[src/rtl/synaptic_current_gen.sv]
// Synaptic current generator: turns presynaptic spike edges into a weighted,
// exponentially decaying, saturated Q16.16 current for a neuron model.
module synaptic_current_gen #(
  parameter int                 N_IN      = 4,
  parameter int                 AW        = 2,
  parameter int                 TAU_SHIFT = 4,
  parameter logic signed [31:0] I_MAX     = 32'sd6553600
) (
  input  logic                clk,
  input  logic                reset_n,
  input  logic [N_IN-1:0]     spike_in,
  input  logic                en,
  input  logic                w_we,
  input  logic [AW-1:0]       w_addr,
  input  logic signed [31:0]  w_data,
  output logic signed [31:0]  current,
  output logic [15:0]         event_count
);

  localparam logic signed [39:0] I_MAX_X = 40'(I_MAX);
  localparam logic signed [39:0] I_MIN_X = -40'(I_MAX);

  logic [N_IN-1:0]    spike_prev_q, spike_prev_d;
  logic [N_IN-1:0]    pending_q, pending_d;
  logic signed [31:0] current_q, current_d;
  logic [15:0]        event_count_q, event_count_d;
  logic signed [31:0] weight_q [N_IN];
  logic signed [31:0] weight_d [N_IN];

  logic [N_IN-1:0]    edge_det;
  logic [N_IN-1:0]    hits;
  logic signed [39:0] cur_x;
  logic signed [39:0] decayed;
  logic signed [39:0] wsum;
  logic signed [39:0] sum;
  logic [4:0]         pop;
  logic [16:0]        cnt_sum;

  always_comb begin
    edge_det = spike_in & ~spike_prev_q;
    hits     = pending_q | edge_det;

    // Weighted sum uses the registered weights, so a same-cycle write is
    // only seen from the following update onward.
    wsum = '0;
    pop  = '0;
    for (int i = 0; i < N_IN; i++) begin
      if (hits[i]) begin
        wsum = wsum + 40'(weight_q[i]);
        pop  = pop + 5'd1;
      end
    end

    cur_x   = 40'(current_q);
    decayed = cur_x - (cur_x >>> TAU_SHIFT);
    sum     = decayed + wsum;
    cnt_sum = {1'b0, event_count_q} + 17'(pop);

    spike_prev_d  = spike_in;
    pending_d     = pending_q;
    current_d     = current_q;
    event_count_d = event_count_q;

    if (en) begin
      pending_d = '0;
      if (sum > I_MAX_X)      current_d = I_MAX;
      else if (sum < I_MIN_X) current_d = -I_MAX;
      else                    current_d = sum[31:0];
      event_count_d = cnt_sum[16] ? 16'hFFFF : cnt_sum[15:0];
    end else begin
      pending_d = hits;
    end

    for (int i = 0; i < N_IN; i++) begin
      weight_d[i] = weight_q[i];
    end
    if (w_we && (int'(w_addr) < N_IN)) begin
      weight_d[w_addr] = w_data;
    end
  end

  always_ff @(posedge clk or negedge reset_n) begin
    if (!reset_n) begin
      spike_prev_q  <= '0;
      pending_q     <= '0;
      current_q     <= '0;
      event_count_q <= '0;
      for (int i = 0; i < N_IN; i++) begin
        weight_q[i] <= '0;
      end
    end else begin
      spike_prev_q  <= spike_prev_d;
      pending_q     <= pending_d;
      current_q     <= current_d;
      event_count_q <= event_count_d;
      for (int i = 0; i < N_IN; i++) begin
        weight_q[i] <= weight_d[i];
      end
    end
  end

  assign current     = current_q;
  assign event_count = event_count_q;

endmodule

[config.mk]
export PLATFORM = sky130hd
export DESIGN_NAME = synaptic_current_gen
export DESIGN_NICKNAME = d
export VERILOG_FILES = /design/src/rtl/synaptic_current_gen.sv
export SDC_FILE = /design/constraint.sdc
export NUM_CORES = 1
export LEC_CHECK = 0
export CAP_MARGIN = 10
export CORE_ASPECT_RATIO = 0.7
export CORE_UTILIZATION = 50
export DETAILED_ROUTE_END_ITERATION = 16
export GPL_TIMING_DRIVEN = 1
export HOLD_SLACK_MARGIN = 0.03
export PLACE_DENSITY = 0.68
export SLEW_MARGIN = 5
export SYNTH_ARGS = -nofsm -noshare
export SYNTH_HDL_FRONTEND = slang
export SYNTH_SLANG_ARGS = --single-unit
[constraint.sdc]
create_clock -name clk -period 12.14 [get_ports clk]
set_clock_uncertainty 0.15 [all_clocks]
set_input_delay 3.642 -clock clk [delete_from_list [all_inputs] [get_ports clk]]
set_output_delay 3.642 -clock clk [all_outputs]
set_load 0.01 [all_outputs]
=== After elaboration in Yosys (flattened, before gate mapping) ===
Cells that the tools add are included.

* Multipliers: 0
* Shift-type cells: 0
* Multiplexer cells: 15
* $add $sub $neg: 9
* Equal/unequal tests: 0
* Divide/modulo/power cells: 0
* Reductions and logical operators: 1
* Bitwise operators: 4
* $lt $le $gt $ge: 4

{| class="wikitable"
|+ Operator list
! cell !! number
|-
| 40-bit two-way mux || 4
|-
| 128-bit bitwise mux || 1
|-
| 40-bit by 32-bit adder with 40-bit output || 3
|-
| 32-bit two-way mux || 3
|-
| 32-bit demux with 2-bit select || 1
|-
| 33-bit by 40-bit adder with 40-bit output || 1
|-
| 40-bit by 24-bit > comparator with 1-bit output, second input constant || 1
|-
| 40-bit by 24-bit less-than comparator with 1-bit output, second input constant || 1
|-
| 32-bit by 28-bit subtractor with 33-bit output || 1
|-
| 16-bit by 5-bit adder with 17-bit output || 1
|-
| 16-bit two-way mux || 1
|-
| 5-bit by 1-bit adder with 5-bit output, second input constant || 3
|-
| 5-bit two-way mux || 3
|-
| 4-bit bitwise AND || 1
|-
| 4-bit two-way mux || 1
|-
| 4-bit NOT || 1
|-
| 4-bit OR || 1
|-
| 3-bit greater-or-equal comparator, second input constant || 1
|-
| 3-bit by 1-bit less-than comparator with 1-bit output, second input constant || 1
|-
| 2-bit NOT with 3-bit output || 1
|-
| 1-bit logical AND || 1
|-
| 1-bit two-way mux || 1
|}

* Bits in latches: 0
* Register bits: 184
* Bits of input ports: 42
* Memories: 0
* ROM bits: 0
* Bits in writable memories: 0

=== Depth between registers and ports, before layout ===
* Depth after elaboration: 14
* Mapped depth: 56
* Mapped depth without buffers: 53

=== Worst setup path before layout ===
OpenSTA, ideal clock, no wires.

* Path type: input port to flip-flop
* From: input port spike_in[0]
* To: register current_q[18] (netlist: current[18])
* Cell stages on the path: 54
* Data arrival time: 13061 ps
* Library setup time: 139 ps
* Slack: -1210 ps
* Cells stage by stage: nand2b_1 > nand2_1 > clkbuf_1 > clkbuf_1 > and2_1 > ha_1 > fa_1 > nand2_1 > a21oi_1 > a21o_1 > a31oi_1 > o21bai_1 > a21oi_1 > xor2_1 > o21ai_0 > ha_1 > nand2_1 > o21ai_0 > [... 18 more ...] > a21oi_1 > fa_1 > inv_1 > ha_1 > clkbuf_1 > o21a_1 > a2111o_1 > a31oi_1 > o21ai_1 > o21ai_2 > o311ai_1 > or4_1 > a21oi_1 > nand4_1 > or2_1 > mux2i_2 > buf_6 > a22oi_1

* Word-level cells in the longest chain between the ends: 13
* Elaborated cells between the ends (all ways): 14
* Those cells by class: 4 x add/sub; 2 x order compare; 6 x mux; 2 x bitwise

{| class="wikitable"
|+ Ends and longest elaborated chain
! what !! line !! source
|-
| start, declared || 11 || <nowiki>input logic [N_IN-1:0] spike_in,</nowiki>
|-
| 4-bit bitwise AND * || 40 || <nowiki>edge_det = spike_in & ~spike_prev_q;</nowiki>
|-
| 4-bit OR * || 41 || <nowiki>hits = pending_q | edge_det;</nowiki>
|-
| 40-bit two-way mux * || 48 || <nowiki>if (hits[i]) begin</nowiki>
|-
| 40-bit by 32-bit adder with 40-bit output || 49 || <nowiki>wsum = wsum + 40'(weight_q[i]);</nowiki>
|-
| 40-bit two-way mux * || 48 ||
|-
| 40-bit by 32-bit adder with 40-bit output || 49 ||
|-
| 40-bit two-way mux * || 48 ||
|-
| 40-bit by 32-bit adder with 40-bit output || 49 ||
|-
| 40-bit two-way mux * || 48 ||
|-
| 33-bit by 40-bit adder with 40-bit output * || 56 || <nowiki>sum = decayed + wsum;</nowiki>
|-
| 40-bit by 24-bit less-than comparator with 1-bit output || 67 || <nowiki>else if (sum < I_MIN_X) current_d = -I_MAX;</nowiki>
|-
| 32-bit two-way mux || 67 ||
|-
| 32-bit two-way mux * || 66 || <nowiki>if (sum > I_MAX_X) current_d = I_MAX;</nowiki>
|-
| end signal, assigned || 94 || <nowiki>current_q <= current_d;</nowiki>
|-
| end, declared || 25 || <nowiki>logic signed [31:0] current_q, current_d;</nowiki>
|}

Every way passes the cells marked *; elsewhere a longest branch is shown, timed or not.
A chain may end at the register's enable or synchronous reset.

=== Worst setup path in the final report ===
* From: input port spike_in[0]
* To: register current_q[6] (netlist: current[6])

The elaborated chain is that of the path after synthesis.

==> results.cfg <==
[status]
status = finished with violations
violations = negative setup slack

[cts]
clock_sinks = 184
clk_latency_ns = 0.47
htreeDepth = 4
clockRootBuffer = clkbuf_16
clk_pin_slew_ns = 0.08
cts_max_path_buffers = 2
cts_tree = built
numCtsBuffers = 17

[synthesis]
netlist_area_um2 = 17300
synthCells = 1962
synth_top_area_cell = dfrtp_1
ys_seq_elements = 184
synth_area_leaders = dfrtp_1, ha_1, mux2_2
async_flop_share_pct = 100
seq_area_frac_synth_pct = 26.6
yosysUniqueCellTypes = 92
ys_warn_count = 0
synth_edf_count = 0
dominantRegCellSynth = dfrtp_1
syn_avg_cell_area_um2 = 8.82
synth_nets = 2193
yosys.area.top_type_share_pct = 26.6

[place]
gp_congestion = 0.935
hpwl_mm = 42.0
io_buffer_count = 89

[die]
die-area_um2 = 35400
rows = 56
dieWidth_um = 224
initial_utilization_pct = 51.2
die_h_um = 158
core_um2 = 33800
pin_count = 90

[worst_setup_path]
ff2ff_path_depth = 50
path_max_fanout = 7
cp-start-kind = primary input
reg2reg_to = current[6]
crit_path_frequent_cell = a21oi_2
max_stage_delay_ns = 0.56
rr_startpoint = pending_q[0]
crit_required_ns = 12.36
critical_path_class = in -> reg
regToRegSetupSlack_ns = 1.96
critPathSlowestCell = fa_1
cp.arrival_ns = 13.10
end_kind = register

[sta]
hold_violations = 0
tightest_slew_ns = 0.963
fmax_ghz = 0.0776
maxSlewViolCount = 0
slew_headroom_pct = 35.8
fin_ws_ns = -0.746
rsz0062_at_grt = yes
setup_viol = 32
setup-tns-final_ns = -19.09
min_period_ns = 12.89
finalCritPeriodShare_pct = 106

[grt]
antenna_found_initial = 1
grt_overflow = 0
grt_pass1_wl_mm = 88.9
grt_start_max_net_pins = 117
grt_pass1_vias = 17406
grtUsageTotal_pct = 31.7

[finish]
nets = 2819
drive_above_1_share_pct = 38.5
final_common_cell = buf_4
areaGrowthSynthToFinish_pct = 44.1
final_cell_mix = buf_4, dfrtp_1, nand2_1

[drt]
wl_mm = 56.1
drt_iter0_drc = 1106
drc_errors = 0
viasPerCell = 5.68
vias = 17401
ant_nets = 0
wl_per_cell_um = 18.3
drtPass1Iterations = 5

[worst_hold_path]
hold_path_class = reg -> reg
worstHoldStart = weight_q[122]
holdPathEnd = weight_q[122]
hold_path_depth = 1

[flow_run]
maxCapViolations = 0
[repair_timing]
action | 4_1_cts | 5_1_grt
pin swaps | 121 | 97
endpoints found under the setup margin | 32 | 32
gates cloned | 1 | 0
endpoints found under the hold margin | 0 | 0
gates resized for setup | 131 | 109
setup buffers | 32 | 20
hold buffers | 0 | 0
[metal layers]
layer  GRT usage, %  vias up  part of all wire [%]
li1               -     8335                     -
met1           41.6     8521                    45
met2           54.4      455                    48
met3           5.23       90                   4.8
met4           8.23        0                   2.2
met5              0        -                     0
[area by class of cell]
type	count	area, µm²
clock inverter	15	160
clock buffer	17	425
inverter	113	424
tap	464	581
fill	2469	8830
antenna	1	2.50
multi-input combinational	1602	13400
timing repair buffer	670	5330
sequential	184	4600
[kinds of logic after synthesis]
kind of cell	count (synthesis)	synth area share [%]
adders and majority gates	189	15.2
muxes	153	9.90
AOI/OAI and AO/OA	585	22.0
and+or+nand+nor	525	14.7
other	1	0.0217
DFF	184	26.6
buffers and inverters	176	3.89
xor gates and xnor gates	149	7.67
[cell usage after synthesis, types with 17 or more instances]
master      n
a21o_1     75
a21oi_1   195
a31oi_1    18
and2_1     34
and3_1     19
clkbuf_1   49
dfrtp_1   184
fa_1       35
ha_1      154
inv_1     111
mux2_2    143
nand2_1   152
nand2b_1   21
nand3_1    49
nand4_1    24
nor2_1    146
nor3_1     22
o21a_1     17
o21ai_0   110
o21bai_1   18
xnor2_1    87
xor2_1     59
[worst max-delay path, delay by kind of cell]
family	cells	cell delay, ns
fa+ha+maj	5	1.54
simple gates	11	2.03
compound gates	23	4.23
xor+xnor	4	0.53
mux	1	0.32
buf+inv	7	0.80
[worst max-delay path by stage]
stage	start	end	slack, ns	depth (start not counted)
finish	spike_in[0]	current[6]	-0.75	51
global route	spike_in[0]	current[10]	-1.13	52
CTS	spike_in[0]	current[11]	-0.46	53
detailed placement	spike_in[0]	current[17]	-1.93	52
global placement	spike_in[0]	current[17]	-1.61	51
floorplan	spike_in[0]	current[18]	-0.47	54
[metrics by stage]
stage / hold WS [ns] / cells / area [µm²] / util (%) / setup slack [ns]
final: 0.354 / 3066 / 24900 / 73.8 / -0.746
after global routing: 0.375 / 3065 / 24900 / 73.8 / -1.13
after detailed placement: 0.337 / 2981 / 22800 / 67.4 / -1.93
after CTS: 0.356 / 3046 / 24300 / 71.8 / -0.456
after global placement: 0.332 / 2981 / 22800 / 67.4 / -1.61
after floorplan: 0.322 / 1962 / 17600 / - / -0.469
[sequential cells by signal, indices dropped and copies added (netlist names)]
name and cells:
pending_q 4, weight_q 128, spike_prev_q 4, event_count 16, current 32
Power is not shown: default switching activity piles up to over one toggle a cycle in this logic, so the estimate is an artifact.
